==> config.mk <==
export PLATFORM = sky130hd
export DESIGN_NAME = pipeline_issue_ctrl
export DESIGN_NICKNAME = d
export VERILOG_FILES = /design/src/rtl/pipeline_pkg.sv /design/src/rtl/issue_fifo.sv /design/src/rtl/pipeline_issue_ctrl.sv
export SDC_FILE = /design/constraint.sdc
export NUM_CORES = 1
export LEC_CHECK = 0
export ABC_AREA = 1
export CAP_MARGIN = 40
export CORE_MARGIN = 3
export CORE_UTILIZATION = 34
export DETAILED_ROUTE_END_ITERATION = 7
export GPL_TIMING_DRIVEN = 1
export SLEW_MARGIN = 10
export SYNTH_ARGS = -nofsm -noshare
export SYNTH_HDL_FRONTEND = slang
export SYNTH_HIERARCHICAL = 1
export SYNTH_SLANG_ARGS = --single-unit
==> constraint.sdc <==
create_clock -name clk -period 7.8 [get_ports clk]
set_clock_uncertainty 0.15 [all_clocks]
set_input_delay 1.17 -clock clk [delete_from_list [all_inputs] [get_ports clk]]
set_output_delay 1.17 -clock clk [all_outputs]
set_load 0.02 [all_outputs]
==> src/rtl/pipeline_pkg.sv <==
// Shared types and constants for the pipeline2 issue path.
// Holds the instruction word layout, ALU func encodings and the issue FSM state type.
package pipeline_pkg;
  localparam int REG_W  = 4;
  localparam int FUNC_W = 4;
  localparam int ADDR_W = 8;

  localparam logic [FUNC_W-1:0] FUNC_ADD = 4'd0;
  localparam logic [FUNC_W-1:0] FUNC_SUB = 4'd1;
  localparam logic [FUNC_W-1:0] FUNC_MUL = 4'd2;
  localparam logic [FUNC_W-1:0] FUNC_SLA = 4'd11;

  typedef struct packed {
    logic [REG_W-1:0]  rs1;
    logic [REG_W-1:0]  rs2;
    logic [REG_W-1:0]  rd;
    logic [FUNC_W-1:0] func;
    logic [ADDR_W-1:0] addr;
  } instr_t;

  typedef enum logic [1:0] {IDLE, RUN, STALL, FLUSH} issue_state_t;
endpackage

==> src/rtl/issue_fifo.sv <==
// Synchronous instruction FIFO (instr_t entries) feeding the issue scheduler.
// Ports:
//   clk, rst      clock, synchronous active-high reset
//   clr           synchronous clear; wins over push/pop in the same cycle
//   push, din     write one entry (ignored when full)
//   pop, dout     dout is the head entry; pop advances it (ignored when empty)
//   full, empty   status
//   count         occupancy, clog2(DEPTH)+1 bits
module issue_fifo
  import pipeline_pkg::*;
#(
  parameter int DEPTH = 4,
  localparam int AW = $clog2(DEPTH)
) (
  input  logic        clk,
  input  logic        rst,
  input  logic        clr,
  input  logic        push,
  input  logic        pop,
  input  instr_t      din,
  output instr_t      dout,
  output logic        full,
  output logic        empty,
  output logic [AW:0] count
);
  instr_t        mem [DEPTH];
  logic [AW-1:0] wp, rp;
  logic          do_push, do_pop;

  assign do_push = push && !full && !clr;
  assign do_pop  = pop && !empty && !clr;

  always_ff @(posedge clk)
    if (do_push) mem[wp] <= din;

  // Pointers wrap naturally because DEPTH is a power of two.
  always_ff @(posedge clk) begin
    if (rst || clr) begin
      wp    <= '0;
      rp    <= '0;
      count <= '0;
    end else begin
      if (do_push) wp <= wp + AW'(1);
      if (do_pop)  rp <= rp + AW'(1);
      count <= count + (AW+1)'(do_push) - (AW+1)'(do_pop);
    end
  end

  assign full  = (count == (AW+1)'(DEPTH));
  assign empty = (count == '0);
  assign dout  = mem[rp];
endmodule

==> src/rtl/pipeline_issue_ctrl.sv <==
// Issue scheduler in front of the 4-stage pipeline2 datapath.
// Buffers instructions, issues at most one per clk and inserts bubbles on
// read-after-write hazards against in-flight destination registers.
// Ports:
//   clk, rst                  clock, synchronous active-high reset
//   in_valid/in_ready/in_*    instruction source handshake {rs1,rs2,rd,func,addr}
//   flush                     drop buffered, unissued instructions
//   iss_valid/iss_*           registered issue slot (bubble: func=NOP_FUNC, rest 0)
//   stall                     registered: this slot is a hazard bubble
//   busy                      FIFO non-empty or any in-flight rd tracked
// Optional macro PIPE_ISSUE_STATS_EN adds stat_clr, stat_issued, stat_stalls
// (saturating 16-bit counters of iss_valid and stall cycles).
module pipeline_issue_ctrl
  import pipeline_pkg::*;
#(
  parameter int                FIFO_DEPTH = 4,
  parameter int                HAZ_DEPTH  = 2,
  parameter logic [FUNC_W-1:0] NOP_FUNC   = 4'hF
) (
  input  logic        clk,
  input  logic        rst,
  input  logic        in_valid,
  output logic        in_ready,
  input  logic [3:0]  in_rs1,
  input  logic [3:0]  in_rs2,
  input  logic [3:0]  in_rd,
  input  logic [3:0]  in_func,
  input  logic [7:0]  in_addr,
  input  logic        flush,
  output logic        iss_valid,
  output logic [3:0]  iss_rs1,
  output logic [3:0]  iss_rs2,
  output logic [3:0]  iss_rd,
  output logic [3:0]  iss_func,
  output logic [7:0]  iss_addr,
  output logic        stall,
  output logic        busy
`ifdef PIPE_ISSUE_STATS_EN
  ,
  input  logic        stat_clr,
  output logic [15:0] stat_issued,
  output logic [15:0] stat_stalls
`endif
);
  localparam int CNT_W = $clog2(FIFO_DEPTH) + 1;

  issue_state_t                    state;
  instr_t                          in_instr, head;
  logic                            full, empty, push, pop, active, hazard, blocked;
  logic                            sb_any, rdy_en;
  logic [CNT_W-1:0]                count;
  logic [HAZ_DEPTH-1:0]            vld_pipe;
  logic [HAZ_DEPTH-1:0][REG_W-1:0] rd_pipe;

  assign in_instr = '{rs1: in_rs1, rs2: in_rs2, rd: in_rd, func: in_func, addr: in_addr};

  // rdy_en keeps in_ready low for the first cycle after reset.
  assign in_ready = rdy_en && !full && (state != FLUSH);
  assign push     = in_valid && in_ready && !flush;
  assign sb_any   = |vld_pipe;
  assign busy     = !empty || sb_any;

  // Head may only be considered once it has sat in the FIFO for a cycle
  // (no bypass); flush overrides the issue decision.
  assign active  = ((state == RUN) || (state == STALL)) && !empty && !flush;
  assign pop     = active && !hazard;
  assign blocked = active && hazard;

  always_comb begin
    hazard = 1'b0;
    for (int i = 0; i < HAZ_DEPTH; i++)
      if (vld_pipe[i] && ((rd_pipe[i] == head.rs1) || (rd_pipe[i] == head.rs2)))
        hazard = 1'b1;
  end

  issue_fifo #(.DEPTH(FIFO_DEPTH)) u_fifo (
    .clk   (clk),
    .rst   (rst),
    .clr   (flush),
    .push  (push),
    .pop   (pop),
    .din   (in_instr),
    .dout  (head),
    .full  (full),
    .empty (empty),
    .count (count)
  );

  always_ff @(posedge clk) begin
    if (rst) begin
      state     <= IDLE;
      rdy_en    <= 1'b0;
      vld_pipe  <= '0;
      rd_pipe   <= '0;
      iss_valid <= 1'b0;
      iss_rs1   <= '0;
      iss_rs2   <= '0;
      iss_rd    <= '0;
      iss_func  <= NOP_FUNC;
      iss_addr  <= '0;
      stall     <= 1'b0;
    end else begin
      rdy_en <= 1'b1;

      // Scoreboard tracks issued rd until its regbank write is visible.
      vld_pipe[0] <= pop;
      rd_pipe[0]  <= pop ? head.rd : '0;
      for (int i = 1; i < HAZ_DEPTH; i++) begin
        vld_pipe[i] <= vld_pipe[i-1];
        rd_pipe[i]  <= rd_pipe[i-1];
      end

      iss_valid <= pop;
      iss_rs1   <= pop ? head.rs1  : '0;
      iss_rs2   <= pop ? head.rs2  : '0;
      iss_rd    <= pop ? head.rd   : '0;
      iss_func  <= pop ? head.func : NOP_FUNC;
      iss_addr  <= pop ? head.addr : '0;
      stall     <= blocked;

      if (flush) state <= FLUSH;
      else begin
        case (state)
          IDLE:  if (push || !empty) state <= RUN;
          RUN, STALL: begin
            if (empty)                                 state <= IDLE;
            else if (hazard)                           state <= STALL;
            else if ((count == CNT_W'(1)) && !push)    state <= IDLE;
            else                                       state <= RUN;
          end
          FLUSH: if (!sb_any) state <= IDLE;
          default: state <= IDLE;
        endcase
      end
    end
  end

`ifdef PIPE_ISSUE_STATS_EN
  always_ff @(posedge clk) begin
    if (rst || stat_clr) begin
      stat_issued <= '0;
      stat_stalls <= '0;
    end else begin
      if (iss_valid && (stat_issued != 16'hFFFF)) stat_issued <= stat_issued + 16'd1;
      if (stall && (stat_stalls != 16'hFFFF))     stat_stalls <= stat_stalls + 16'd1;
    end
  end
`endif
endmodule

==> out/results.ini <==
[pwr]
vdd.ir_drop.worst_v = 0.000154
power_density_nw_per_um2 = 235
leakagePower_nw = 2.62

[sta]
final_max_slew_viol_count = 0
timing.fmax_mhz = 253
period_needed_ns = 3.95
setup-tns-final_ns = 0
timing.hold.ws_ns = 0.332
finalHoldViolCount = 0
worst-slew-pin-transition_ns = 0.519
grt_setup_unrepaired = false
timing.final.setup_violations = 0
maxSlewHeadroom_pct = 65.3
timing.final.crit_share_pct = 50.6

[route]
wl_per_cell_um = 13.8
first_pass_iters = 5
vias_per_cell = 4.48
dr.first_iter.drc_count = 264
routed_wl_mm = 11.0
routed_vias = 3578
antenna_violating_nets_post_route = 0
detail_route.drc_violations = 0

[global_route]
first_global_vias = 3573
grt_antenna_before_repair = 0
global_route.usage.total_pct = 12.8
grt_pass1_wl_mm = 17.9
grt_overflow = 0
grt_max_degree = 50

[setup_path]
critical_path.slowest_cell = inv_2
worstPathCellList = buf_4 > inv_2 > buf_12 > o21ai_1 > o22ai_1 > inv_2 > nand2_1 > nand2_1 > nor2_1 > nand2_1 > nand2_1 > nand2_2 > nand2_4 > nor2_1 > nand2_1 > nor2_1 > ha_1 > inv_1 > ha_1 > fa_1 > xor2_1 > nor2_1
criticalPathCategory = flop to flop
critPathMostFrequentCell = nand2_1
worst-endpoint-arrival_ns = 4.09
required_ns = 7.94
end_kind = flop
crit_path_max_fanout = 49
slowest_delay_ns = 0.42
worst_setup_path_start_kind = flop

[final_layout]
layout.cell_area.non_filler_um2 = 7060
nFillCells = 1486
sequential_cell_area_um2 = 3740
final_nets = 607
antenna_cells_inserted = 0
final_layout_size_suffix_gt1_share_pct = 18.5
syn_to_final_growth_pct = 24.0
area_of_the_multi_input_gates_um2 = 1580

[place]
finalWeightedCongestion = 0.875
placed_cell_area_um2 = 6450
place.port_buffers = 55
dp_hpwl_mm = 7.09

[clocking]
clock_tree_from_tritoncts = built
number_of_gates_given_a_new_drive_strength_after_cts = 0
cts-buffers-inserted = 17
postCtsSetupBuffers = 0
cts_buffer_depth = 2
cts.htree.levels = 4
clk_root_buffer_cell = clkbuf_16
worst_skew_pair_latency_ns = 0.41
clock-sinks = 139
worst_setup_hold_path_clk_slew_ns = 0.06
hold_buffers = 0

[floorplanning]
floorplan.initialDensity_pct = 35.4
core_area_um2 = 16100
die_height_um = 135
fp.dieW_um = 135
placementRows = 46
ioPinCount = 56
dieArea_um2 = 18300

[worst_hold_path]
hold_start = vld_pipe[0]
hold_path_class = flop to flop

[flow_run]
max-cap-violations = 0

[yosys]
synthDominantCellAreaShare_pct = 50.6
synth-edff-count = 96
synth_warnings = 6
syn-mean-instance-area_um2 = 11.2
yosys-top-cells-count = edfxtp_1 (96), nand2_1 (76), nor2_1 (67), inv_1 (53), o21ai_0 (46)
synthTopCellsByArea = edfxtp_1 (51%), dfxtp_1 (15%), nand2_1 (5.0%)
postSynth.asyncResetShare_pct = 0
ys_ff_latch = 139
yosysMostFrequentCell = edfxtp_1
mappedNetlistNets = 547
synthCells = 510
synth_top_area_cell = edfxtp_1
syn-cell-area_um2 = 5700
ys_types = 28
synthFlopType = edfxtp_1
yosysSeqAreaShare_pct = 65.7

[status]
run_status = finished, final reports clean

## registers in the layout (all words and copies together), names as in the netlist, 3 cells and up, named ones only
signal        count
u_fifo/count      3
iss_rs2           4
iss_func          4
rd_pipe           8
u_fifo/mem       96
iss_addr          8
iss_rs1           4
## power breakdown
| group | switching (mW) | internal, mW |
|---|---|---|
| logic | 0.0227 | 0.0207 |
| clock network | 0.284 | 0.535 |
| registers | 0.00181 | 0.793 |
## final timing paths
check,to,slack [ns],depth (start not counted)
worst max-delay path,u_fifo/count[2],3.85,22
worst min-delay path,vld_pipe[1],0.33,2
worst max register to register,u_fifo/count[2],3.85,22
worst min register to register,vld_pipe[1],0.33,2
## critical path: cells and delay by family, from the launching register on
family | cells | cell delay (ns)
buf+inv | 5 | 1.08
fa+ha+maj | 3 | 0.86
simple gates | 11 | 0.85
compound gates | 2 | 0.41
flops | 1 | 0.29
xor+xnor | 1 | 0.17
## cells by family (layout without fill, tap and decap cells)
group,after synthesis,count (layout),synth area share [%]
buf+inv,85,158,6.83
compound gates,82,82,9.93
xor+xnor,1,1,0.154
fa+ha+maj,9,9,2.11
simple gates,194,194,15.3
flops,139,139,65.7
## per-layer routing
layer  wire length [um]  vias to the layer above  global-route usage (%)
met5                  0                        -                       0
met3                518                        4                    3.79
li1                   -                     1812                       -
met4                 70                        0                    5.10
met1               5140                     1674                    16.2
met2               5290                       88                    20.6
## per-stage QoR
stage | total power, mW | setup WS [ns] | cells | util [%]
final | 1.66 | 3.85 | 799 | 43.8
after detailed placement | 0.854 | 3.87 | 767 | 40.1
after global routing | 1.71 | 3.45 | 799 | 43.8
after global placement | 0.852 | 3.84 | 765 | 39.8
after floorplan | 0.828 | 4.62 | 510 | -
after CTS | 1.67 | 3.85 | 799 | 43.8
## area by class of cell
class | instances | area share (%)
clock inverter | 11 | 2.37
inverter | 64 | 3.44
clock buffer | 21 | 6.24
sequential | 139 | 53.0
multi-input combinational | 286 | 22.3
timing repair buffer | 62 | 8.82
tap | 216 | 3.83
## cells in the final DEF, fill, tap and decap left out, drive strengths merged, types with 2 or more instances in the layout
master         Yosys  layout
ha                 8       8
inv               64      65
clkbuf             2      21
clkdlybuf4s50      0      55
nand4              2       2
buf               19       7
clkinv             0       6
bufinv             0       4
nor2             103     103
edfxtp            96      96
o21ai             50      50
nand3              7       7
o22ai             24      24
a21oi              8       8
nand2             79      79
dfxtp             43      43
Power figures use the tool's default switching activity.
